## src/rtl/decode_frontend.sv

```systemverilog
// Decode-side front end: IF/ID pipeline register, control-transfer resolution,
// wrong-path squash and the architectural IAR/FPSR registers.
module decode_frontend #(
    parameter logic [0:5] NopFunction = 6'h15,
    parameter logic [0:5] Link        = 6'h1f
) (
    input  logic        clk,
    input  logic        reset,
    input  logic        stall,
    input  logic [0:5]  OpCode,
    input  logic [0:5]  Function,
    input  logic [0:31] PCPlusFour,
    input  logic [0:4]  Rs1,
    input  logic [0:4]  Rs2,
    input  logic [0:4]  Rd,
    input  logic [0:15] Immediate,
    input  logic [0:31] RegData1,
    input  logic        FpsrWe,
    input  logic [0:31] FpsrWData,
    output logic [0:4]  ReadAddr1,
    output logic [0:4]  ReadAddr2,
    output logic [0:15] IdImmediate,
    output logic [0:5]  IdFunction,
    output logic [0:1]  JumpType,
    output logic        BranchCond,
    output logic        CondSrc,
    output logic        BranchResult,
    output logic [0:31] JumpReg,
    output logic [0:31] IAR,
    output logic [0:31] FPSR,
    output logic [0:5]  DecodeRd,
    output logic [0:31] DecodePCPlusFour,
    output logic [0:5]  DecodeOpCode
);

    typedef struct packed {
        logic [0:5]  op;
        logic [0:5]  fn;
        logic [0:31] pc4;
        logic [0:4]  rs1;
        logic [0:4]  rs2;
        logic [0:4]  rd;
        logic [0:15] imm;
    } ifid_t;

    localparam ifid_t Nop = '{op: 6'h00, fn: NopFunction, pc4: '0,
                              rs1: '0, rs2: '0, rd: '0, imm: '0};

    localparam logic [0:5] OpJ    = 6'h02;
    localparam logic [0:5] OpJal  = 6'h03;
    localparam logic [0:5] OpBeqz = 6'h04;
    localparam logic [0:5] OpBnez = 6'h05;
    localparam logic [0:5] OpBfpt = 6'h06;
    localparam logic [0:5] OpBfpf = 6'h07;
    localparam logic [0:5] OpRfe  = 6'h10;
    localparam logic [0:5] OpTrap = 6'h11;
    localparam logic [0:5] OpJr   = 6'h12;
    localparam logic [0:5] OpJalr = 6'h13;

    ifid_t       ifid;
    ifid_t       fetch;
    logic        squash;
    logic [0:31] iar;
    logic [0:31] fpsr;

    logic        is_trap;
    logic        is_rfe;
    logic        is_link;
    logic        no_rd;
    logic        fp_dest;
    logic        cond_val;
    logic        taken;

    assign fetch = '{op: OpCode, fn: Function, pc4: PCPlusFour, rs1: Rs1,
                     rs2: Rs2, rd: Rd, imm: Immediate};

    always_ff @(posedge clk or posedge reset) begin
        if (reset) begin
            ifid   <= Nop;
            squash <= 1'b0;
            iar    <= '0;
            fpsr   <= '0;
        end else begin
            if (FpsrWe)
                fpsr <= FpsrWData;
            if (!stall) begin
                ifid   <= squash ? Nop : fetch;
                // A taken transfer on this edge bubbles the following load
                squash <= taken;
                if (is_trap)
                    iar <= ifid.pc4;
            end
        end
    end

    always_comb begin
        JumpType   = 2'b00;
        BranchCond = 1'b0;
        CondSrc    = 1'b0;
        is_trap    = 1'b0;
        is_rfe     = 1'b0;
        is_link    = 1'b0;
        no_rd      = 1'b0;
        unique case (ifid.op)
            OpJ:    begin JumpType = 2'b10; no_rd = 1'b1; end
            OpJal:  begin JumpType = 2'b10; is_link = 1'b1; end
            OpBeqz: begin JumpType = 2'b01; no_rd = 1'b1; end
            OpBnez: begin JumpType = 2'b01; BranchCond = 1'b1; no_rd = 1'b1; end
            OpBfpt: begin JumpType = 2'b01; BranchCond = 1'b1; CondSrc = 1'b1; no_rd = 1'b1; end
            OpBfpf: begin JumpType = 2'b01; CondSrc = 1'b1; no_rd = 1'b1; end
            OpJr:   begin JumpType = 2'b11; no_rd = 1'b1; end
            OpJalr: begin JumpType = 2'b11; is_link = 1'b1; end
            OpRfe:  begin JumpType = 2'b11; is_rfe = 1'b1; no_rd = 1'b1; end
            OpTrap: begin is_trap = 1'b1; no_rd = 1'b1; end
            default: no_rd = (ifid.op inside {[6'h28:6'h2f]});
        endcase
    end

    assign fp_dest = (ifid.op == 6'h01) || (ifid.op == 6'h26) || (ifid.op == 6'h27);

    assign BranchResult = (RegData1 == '0);
    // Condition value is "nonzero/true"; BranchCond says which value takes it
    assign cond_val = CondSrc ? fpsr[31] : !BranchResult;
    assign taken    = JumpType[0] || (JumpType == 2'b01 && cond_val == BranchCond) || is_trap;

    assign JumpReg          = is_rfe ? iar : RegData1;
    assign DecodeRd         = is_link ? Link : (no_rd ? 6'h00 : {fp_dest, ifid.rd});
    assign ReadAddr1        = ifid.rs1;
    assign ReadAddr2        = ifid.rs2;
    assign IdImmediate      = ifid.imm;
    assign IdFunction       = ifid.fn;
    assign DecodePCPlusFour = ifid.pc4;
    assign DecodeOpCode     = ifid.op;
    assign IAR              = iar;
    assign FPSR             = fpsr;

endmodule

```

## config.mk

```make
export PLATFORM = sky130hd
export DESIGN_NAME = decode_frontend
export DESIGN_NICKNAME = d
export VERILOG_FILES = /design/src/rtl/decode_frontend.sv
export SDC_FILE = /design/constraint.sdc
export NUM_CORES = 1
export LEC_CHECK = 0
export CORE_MARGIN = 4
export CORE_UTILIZATION = 41
export DETAILED_ROUTE_END_ITERATION = 10
export GPL_TIMING_DRIVEN = 0
export PLACE_DENSITY = 0.79
export SLEW_MARGIN = 20
export SYNTH_ARGS = -nofsm -noshare
export SYNTH_HDL_FRONTEND = slang
export SYNTH_SLANG_ARGS = --single-unit
```

## constraint.sdc

```tcl
create_clock -name clk -period 4.6 [get_ports clk]
set_input_delay 0.46 -clock clk [delete_from_list [all_inputs] [get_ports clk]]
set_output_delay 0.46 -clock clk [all_outputs]
set_load 0.02 [all_outputs]
```

=== Word level (Yosys, flattened, before mapping) ===
Index checks and enable logic that the tools add are counted.

* $add $sub $neg: 0
* Multipliers: 0
* Div/mod/pow operators: 0
* Magnitude comparators: 2
* Eq/ne operators: 15
* Shift-type cells: 0
* Muxes and demuxes: 12
* Bitwise logic cells: 1
* Reductions and logical operators: 16

{| class="wikitable"
|+ Operators with widths
! cell !! count
|-
| $mux W75 || 1
|-
| $logic_not A32 Y1 || 1
|-
| $mux W32 || 1
|-
| $eq A6 B3 Y1 const B || 4
|-
| $eq A6 B5 Y1 const B || 4
|-
| $eq A6 B2 Y1 const B || 2
|-
| $eq A6 B6 Y1 const B || 2
|-
| $mux W6 || 2
|-
| $reduce_or A2 Y1 || 4
|-
| $reduce_or A8 Y1 || 1
|-
| $eq A6 B1 Y1 const B || 1
|-
| $ge A6 B6 Y1 const B || 1
|-
| $le A6 B6 Y1 const B || 1
|-
| $mux W1 || 6
|-
| $pmux W2 S3 || 1
|-
| $logic_or A1 B1 Y1 || 4
|-
| $reduce_or A4 Y1 || 1
|-
| $reduce_or A3 Y1 || 1
|-
| $eq A2 B1 Y1 const B || 1
|-
| $logic_and A1 B1 Y1 || 2
|-
| $pmux W1 S2 || 1
|-
| $reduce_and A2 Y1 || 1
|-
| $eq A1 B1 Y1 || 1
|-
| $logic_not A1 Y1 || 1
|-
| $not A1 Y1 || 1
|}

* Register bits: 140
* Bits in latches: 0
* Memory bits (writable): 0
* ROM bits: 0
* Input bits: 143
* Word-level logic and storage cells: 56
* Memories kept: 0

=== Longest topological paths before layout ===
Gate-level depths: netlist of the first run.

* Depth in word-level cells: 8
* Gate-level depth with buffers: 6
* Mapped depth without buffers: 5

=== Worst setup path after synthesis of the first run ===
Ideal clock, no wire load.

* Path type: reg-to-output
* From: reg ifid, in the netlist DecodeOpCode[3]
* To: out JumpReg[26] (netlist name)
* Arrival time: 1.889 ns
* Required time: 4.140 ns
* Setup slack: 2.251 ns
* Cell stages (with the launch flop): 6
* Path buffers: 2
* Path through: dfrtp_1 > or3_4 > or3_1 > clkbuf_1 > buf_2 > mux2_1

* Cells in the longest elaborated chain, start to end: 3

{| class="wikitable"
|+ Ends and longest elaborated chain
! item !! RTL line !! RTL
|-
| start: declaration || 60 || <nowiki>ifid_t ifid;</nowiki>
|-
| start signal: assignment || 79 || <nowiki>ifid <= Nop;</nowiki>
|-
| start signal: assignment || 87 || <nowiki>ifid <= squash ? Nop : fetch;</nowiki>
|-
| $eq A6 B5 Y1 || 104 || <nowiki>unique case (ifid.op)</nowiki>
|-
| $mux W1 || 104 ||
|-
| $mux W32 || 126 || <nowiki>assign JumpReg = is_rfe ? iar : RegData1;</nowiki>
|-
| end: declaration || 28 || <nowiki>output logic [0:31] JumpReg,</nowiki>
|}

Every way passes these cells.

=== Final worst setup path of the first run ===
* From: reg ifid, in the netlist DecodeOpCode[3]
* To: out JumpReg[27] (netlist name)

The elaborated chain is that of the path after synthesis.

==> results of run 1 <==
report_power, final:
part	leakage (nW)	total, mW	switching (mW)	internal (mW)
sequential	1.78	1.59	0.165	1.42
combinational	2.62	1.40	0.600	0.795
clock	0.315	1.48	0.509	0.976
sequential cells by signal (all words and copies together), names as in the netlist:
register          flops
DecodeOpCode          6
ReadAddr2             5
ifid                  5
IdFunction            6
IAR                  32
IdImmediate          16
DecodePCPlusFour     32
ReadAddr1             5
squash                1
FPSR                 32
path summary, 6_finish.rpt:
check | end | slack [ps] | cells past startpoint
max in group asynchronous | IdFunction[5] | 3330 | 3
min reg2reg | IdFunction[1] | 500 | 2
max | JumpReg[27] | 1090 | 6
min | FPSR[6] | 480 | 2
max reg2reg | IAR[19] | 2450 | 5
min in group clk | FPSR[0] | 480 | 2
kinds of logic after synthesis:
| group | count (synthesis) |
|---|---|
| DFF | 140 |
| buffers and inverters | 107 |
| muxes | 96 |
| AOI/OAI and AO/OA | 91 |
| and+or+nand+nor | 47 |
cell type report:
type | instances | area, sq um | share of cell area (%)
buffer | 99 | 694 | 6.59
clock inverter | 11 | 191 | 1.82
inverter | 8 | 37.5 | 0.356
timing repair buffer | 319 | 3210 | 30.5
tap | 211 | 264 | 2.50
multi-input combinational | 234 | 2180 | 20.7
sequential | 140 | 3510 | 33.3
clock buffer | 21 | 450 | 4.27
metrics by stage:
| step | area, sq um | setup TNS [ps] | worst slack, ps | util, % |
|---|---|---|---|---|
| global placement | 9860 | -184170 | -1350 | 64.6 |
| CTS | 10500 | 0 | 1030 | 69.1 |
| finish | 10500 | 0 | 1090 | 69.1 |
| detailed placement | 9900 | 0 | 1490 | 64.9 |
| floorplan | 6420 | 0 | 392 | - |
| global route | 10500 | 0 | 972 | 69.1 |
placed cells by master (no fill, tap or decap), types with 2 or more instances in the layout:
cell and count:
nand2b_1 5, buf_1 3, mux2_1 2, clkdlybuf4s50_1 318, buf_4 70, clkinv_4 3, nand3_1 3, a21oi_1 5
inv_1 7, mux2_2 64, nand2_1 7, bufinv_16 5, nor3_1 3, mux2_4 30, nor4_1 8, o21ai_0 11
nand4_1 3, a22o_1 70, nor2_1 11, clkbuf_16 17, clkinv_2 3, nor2b_1 2, dfrtp_1 137, clkbuf_1 22
buf_2 3, dfstp_2 3, buf_12 3
metal layers:
metal / vias up / global-route usage (%) / routed length, um
met4: 0 / 7.60 / 389
met3: 24 / 7.06 / 1480
met2: 212 / 38.1 / 10000
met1: 2495 / 25.8 / 7790
li1: 2349 / - / -
met5: - / 0 / 0
==> metrics.cfg, run 1 <==
[run]
maxCapViolCount=0

[timing]
report.final.slew_viol_count=0
whs_ps=479
setup_viol=0
fin_skew_ps=5.30
maxSlewHeadroom_pct=54.6
fmax_mhz=285
rsz0062_at_grt=false
tightest_slew_ps=678
min_period_ps=3510
hold_viol=0
min_period_over_period_pct=76.2

[pwr]
ir_drop_uv=265
finalPower_mw=4.47
power_density_nw_per_um2=424
p_leak_nw=4.71

[yosys]
syn_area_sq_um=6420
synthMuxAreaShare_pct=18.6
synth_compound_area_share_pct=11.4
synth_xor_area_share_pct=0
synth_edf_count=0
synth_top_area_cell=dfrtp_1
synth_commonest_cells=dfrtp_1 (137), a22o_1 (70), buf_4 (70)
syn_nets=624
ys.flop_type=dfrtp_1
synth_area_leaders=dfrtp_1 (53%), mux2_2 (11%), a22o_1 (9.6%), buf_4 (8.2%), mux2_4 (7.0%)
async_flop_share_pct=100
syn_area_per_cell_sq_um=13.3
yosysUniqueCellTypes=33
synthAdderAreaFrac_pct=0
yosysWarnings=0
synth_top_area_share_pct=53.4
synth-seq-area-share_pct=54.7
syn-instance-count=481
synth_top_family_by_area=multiplexers
synth-simple-area-share_pct=4.00
yosysMostFrequentCell=dfrtp_1
synth-seq-cells=140

[critical_path]
crit_arrival_ps=3050
crit_path_cell_trace=or3_4, or3_1, clkbuf_1, buf_2, mux2_1, clkdlybuf4s50_1
crit_slowest_cell=clkdlybuf4s50_1
start_kind=register
worst-path-buf-inv=3
critical-path-max-stage-delay_ps=550
end_kind=primary output
critPathKind=register to primary output
crit_family=buffers and inverters
critPathLaunch=DecodeOpCode[3]
regToRegStartpoint=DecodeOpCode[3]
required_ps=4140
critPathMaxFanout=10

[die]
die_area_sq_um=17700
fp-row-count=45
coreArea_sq_um=15300
die_w_um=133
io-pin-count=320
die_y_um=133
start_util_pct=42.1

[global_routing]
grt_max_degree=79
antenna_found_initial=0
overflow=0
grtUsageTotal_pct=22.0
grt_pass1_wl_mm=30.7
grt_pass1_vias=5469

[placed_design]
port_buffers=318
gp_congestion=0.810
dpl.cell_count=1011
dp_hpwl_mm=15.1

[route]
wirelength_mm=19.7
routed_via_density=4.87
firstDrtPassIters=4
vias=5080
wl_per_cell_um=18.9
drc=0
antenna_left=0
first_iter_violations=163

[cells_and_area]
drive_gt1_share_pct=25.1
layout.nets=962
finalNonFillerCells=1043
area_growth_syn_to_layout_pct=64.3
antennaDiodeCount=0
num-fill-cells=1093

[cts]
clkLatencyLatePin_ps=410
cts_tree=built
clkSinkCount=140
root_buffer=clkbuf_16
path_clk_slew_ps=60
postCtsHoldBufs=0
post_cts_buffers=0
clockBufferDepth=2
ctsResizeCount=0
ctsHtreeMaxLevel=4
cts_buffers=17

[outcome]
status=complete, no violations

[min_path]
min_path_type=input pin to async pin

Power figures use the tool's default switching activity.
==> run 2, diff against run 1 <==
==> constraint.sdc (replaced) <==
create_clock -name clk -period 3.6 [get_ports clk]
set_input_delay 0.36 -clock clk [delete_from_list [all_inputs] [get_ports clk]]
set_output_delay 0.36 -clock clk [all_outputs]
set_load 0.02 [all_outputs]
==> run 2 against run 1 <==
Worst hold slack got worse by 140 ps. Power increased by 25%. Combinational power increased by 29%. Final cell count increased by 0.38%. Die area unchanged. Non-clock buffer count increased by 4. First-iteration DRC count decreased by 0.61%. Design area increased by 0.55%. Sequential power increased by 27%.
==> metrics.cfg, run 2 (same netlist as run 1, synthesis figures left out) <==
[placed_design]
gp_congestion=0.799  ; -1.3%
pre_cts_slack_ps=425  ; -1070 ps
dp_hpwl_mm=16.0  ; +6.2%
port_buffers=318  ; unchanged

[timing]
hold_viol=0  ; unchanged
min_period_over_period_pct=93.7
setup_ws_ps=226  ; -868 ps
fmax_mhz=296
report.final.slew_viol_count=0  ; unchanged
min_period_ps=3370
rsz0062_at_grt=false
setup_viol=0  ; unchanged
fin_skew_ps=7.81  ; +2.51 ps
final.setup.tns_ps=0  ; unchanged
maxSlewHeadroom_pct=51.8  ; -2.8 points
tightest_slew_ps=720  ; +41.4 ps

[pwr]
power_density_nw_per_um2=528  ; +25%
finalPower_mw=5.60  ; +25%
p_leak_nw=4.72  ; +0.20%
ir_drop_uv=368  ; +39%

[cts]
clkSinkCount=140  ; unchanged
clockBufferDepth=2  ; unchanged
ctsHtreeMaxLevel=4  ; unchanged
clkLatencyLatePin_ps=410  ; about the same
cts_buffers=17  ; unchanged
cts_tree=built
postCtsHoldBufs=0  ; unchanged
ctsResizeCount=0  ; unchanged
root_buffer=clkbuf_16
post_cts_buffers=0  ; unchanged
path_clk_slew_ps=60  ; about the same

[critical_path]
critPathKind=register to primary output
critical-path-max-stage-delay_ps=550  ; about the same
required_ps=3240  ; -900 ps
critPathMaxFanout=10  ; unchanged
start_kind=register
r2r_cells=5  ; unchanged
r2r-end=IAR[14]
crit_path_cell_trace=or3_4, or3_1, clkbuf_1, buf_2, mux2_1, clkdlybuf4s50_1
end_kind=primary output
regToRegStartpoint=DecodeOpCode[3]
crit_arrival_ps=3010  ; -40 ps
crit_slowest_cell=clkdlybuf4s50_1
r2r_setup_slack_ps=1500  ; -950 ps

[die]
die_y_um=133  ; unchanged
io-pin-count=320  ; unchanged
coreArea_sq_um=15300  ; unchanged
fp-row-count=45  ; unchanged
die_area_sq_um=17700  ; unchanged
die_w_um=133  ; unchanged
start_util_pct=42.1  ; unchanged

[route]
first_iter_violations=162  ; -0.61%
antenna_left=0  ; unchanged
firstDrtPassIters=6  ; +2
wirelength_mm=19.9  ; +1.1%
drc=0  ; unchanged
wl_per_cell_um=19.0  ; +0.68%
routed_via_density=4.93  ; +1.3%
vias=5164  ; +1.7%

[global_routing]
grt_pass1_vias=5719  ; +4.6%
grtUsageTotal_pct=22.3  ; +0.27 points
grt_pass1_wl_mm=30.8  ; +0.38%
grt_max_degree=38  ; -52%
overflow=0  ; unchanged
antenna_found_initial=0  ; unchanged

[cells_and_area]
layout.nets=966  ; +0.42%
antennaDiodeCount=0  ; unchanged
layout_common_cells=clkdlybuf4s50_1 (318), dfrtp_1 (137), a22o_1 (70), buf_4 (70), mux2_2 (64)
drive_gt1_share_pct=25.7  ; +0.60 points
area_growth_syn_to_layout_pct=65.2
layout_commonest_cell=clkdlybuf4s50_1

[min_path]
min_path_type=input pin to async pin

[run]
maxCapViolCount=0  ; unchanged

[outcome]
status=complete, no violations

[run 2: cell count changes in the layout (fill, tap and decap cells not counted)]
cell        delta
clkinvlp_4     +5
buf_12         +2
buf_16         +2
bufinv_16      -2
clkbuf_1       -2
inv_6          +2
clkinv_2       -1
clkinv_4       -1
inv_8          -1
[run 2: metal layers]
layer / up-vias / global-route usage, % / part of all wire [%]
li1: 2367 / - / -
met1: 2521 / 24.5 / 38
met2: 236 / 39.3 / 51
met3: 40 / 8.38 / 8.6
met4: 0 / 8.06 / 2.9
met5: - / 0 / 0
[run 2: through the flow]
| stage | utilization (%) | hold slack (ps) | cells | area (sq um) |
|---|---|---|---|---|
| floorplan | - | 467 | 481 | 6420 |
| global placement | 64.7 | 479 | 1010 | 9870 |
| detailed placement | 65.5 | 495 | 1015 | 9990 |
| CTS | 69.5 | 334 | 1047 | 10600 |
| global route | 69.5 | 377 | 1047 | 10600 |
| finish | 69.5 | 339 | 1047 | 10600 |
[run 2: worst max-delay path: cells and delay by family, from the launching register on]
| kind | cells | cell delay [ps] |
|---|---|---|
| multiplexers | 1 | 340 |
| flip-flops | 1 | 450 |
| buffers and inverters | 3 | 1010 |
| AND/OR/NAND/NOR | 2 | 790 |
[run 2: worst max path at each step]
stage | start | endpoint | slack [ps] | depth (start not counted)
CTS | DecodeOpCode[3] | JumpReg[26] | 190 | 6
global route | DecodeOpCode[4] | JumpReg[20] | 100 | 7
global placement | reset | IAR[4] | 340 | 2
floorplan | DecodeOpCode[3] | JumpReg[26] | 1350 | 5
finish | DecodeOpCode[3] | JumpReg[26] | 230 | 6
detailed placement | RegData1[29] | BranchResult | 420 | 5
[run 2: cell type report]
| type | instances | area, sq um |
|---|---|---|
| Fill cell | 1081 | 4660 |
| Sequential cell | 140 | 3510 |
| Buffer | 99 | 694 |
| Clock inverter | 13 | 165 |
| Clock buffer | 19 | 443 |
| Inverter | 8 | 33.8 |
| Multi-Input combinational cell | 234 | 2180 |
| Tap cell | 211 | 264 |
| Timing Repair Buffer | 323 | 3310 |
[run 2: where the power goes]
group	total [mW]	switching, mW	internal, mW
combinational	1.80	0.777	1.03
clock	1.77	0.657	1.11
sequential	2.02	0.207	1.82
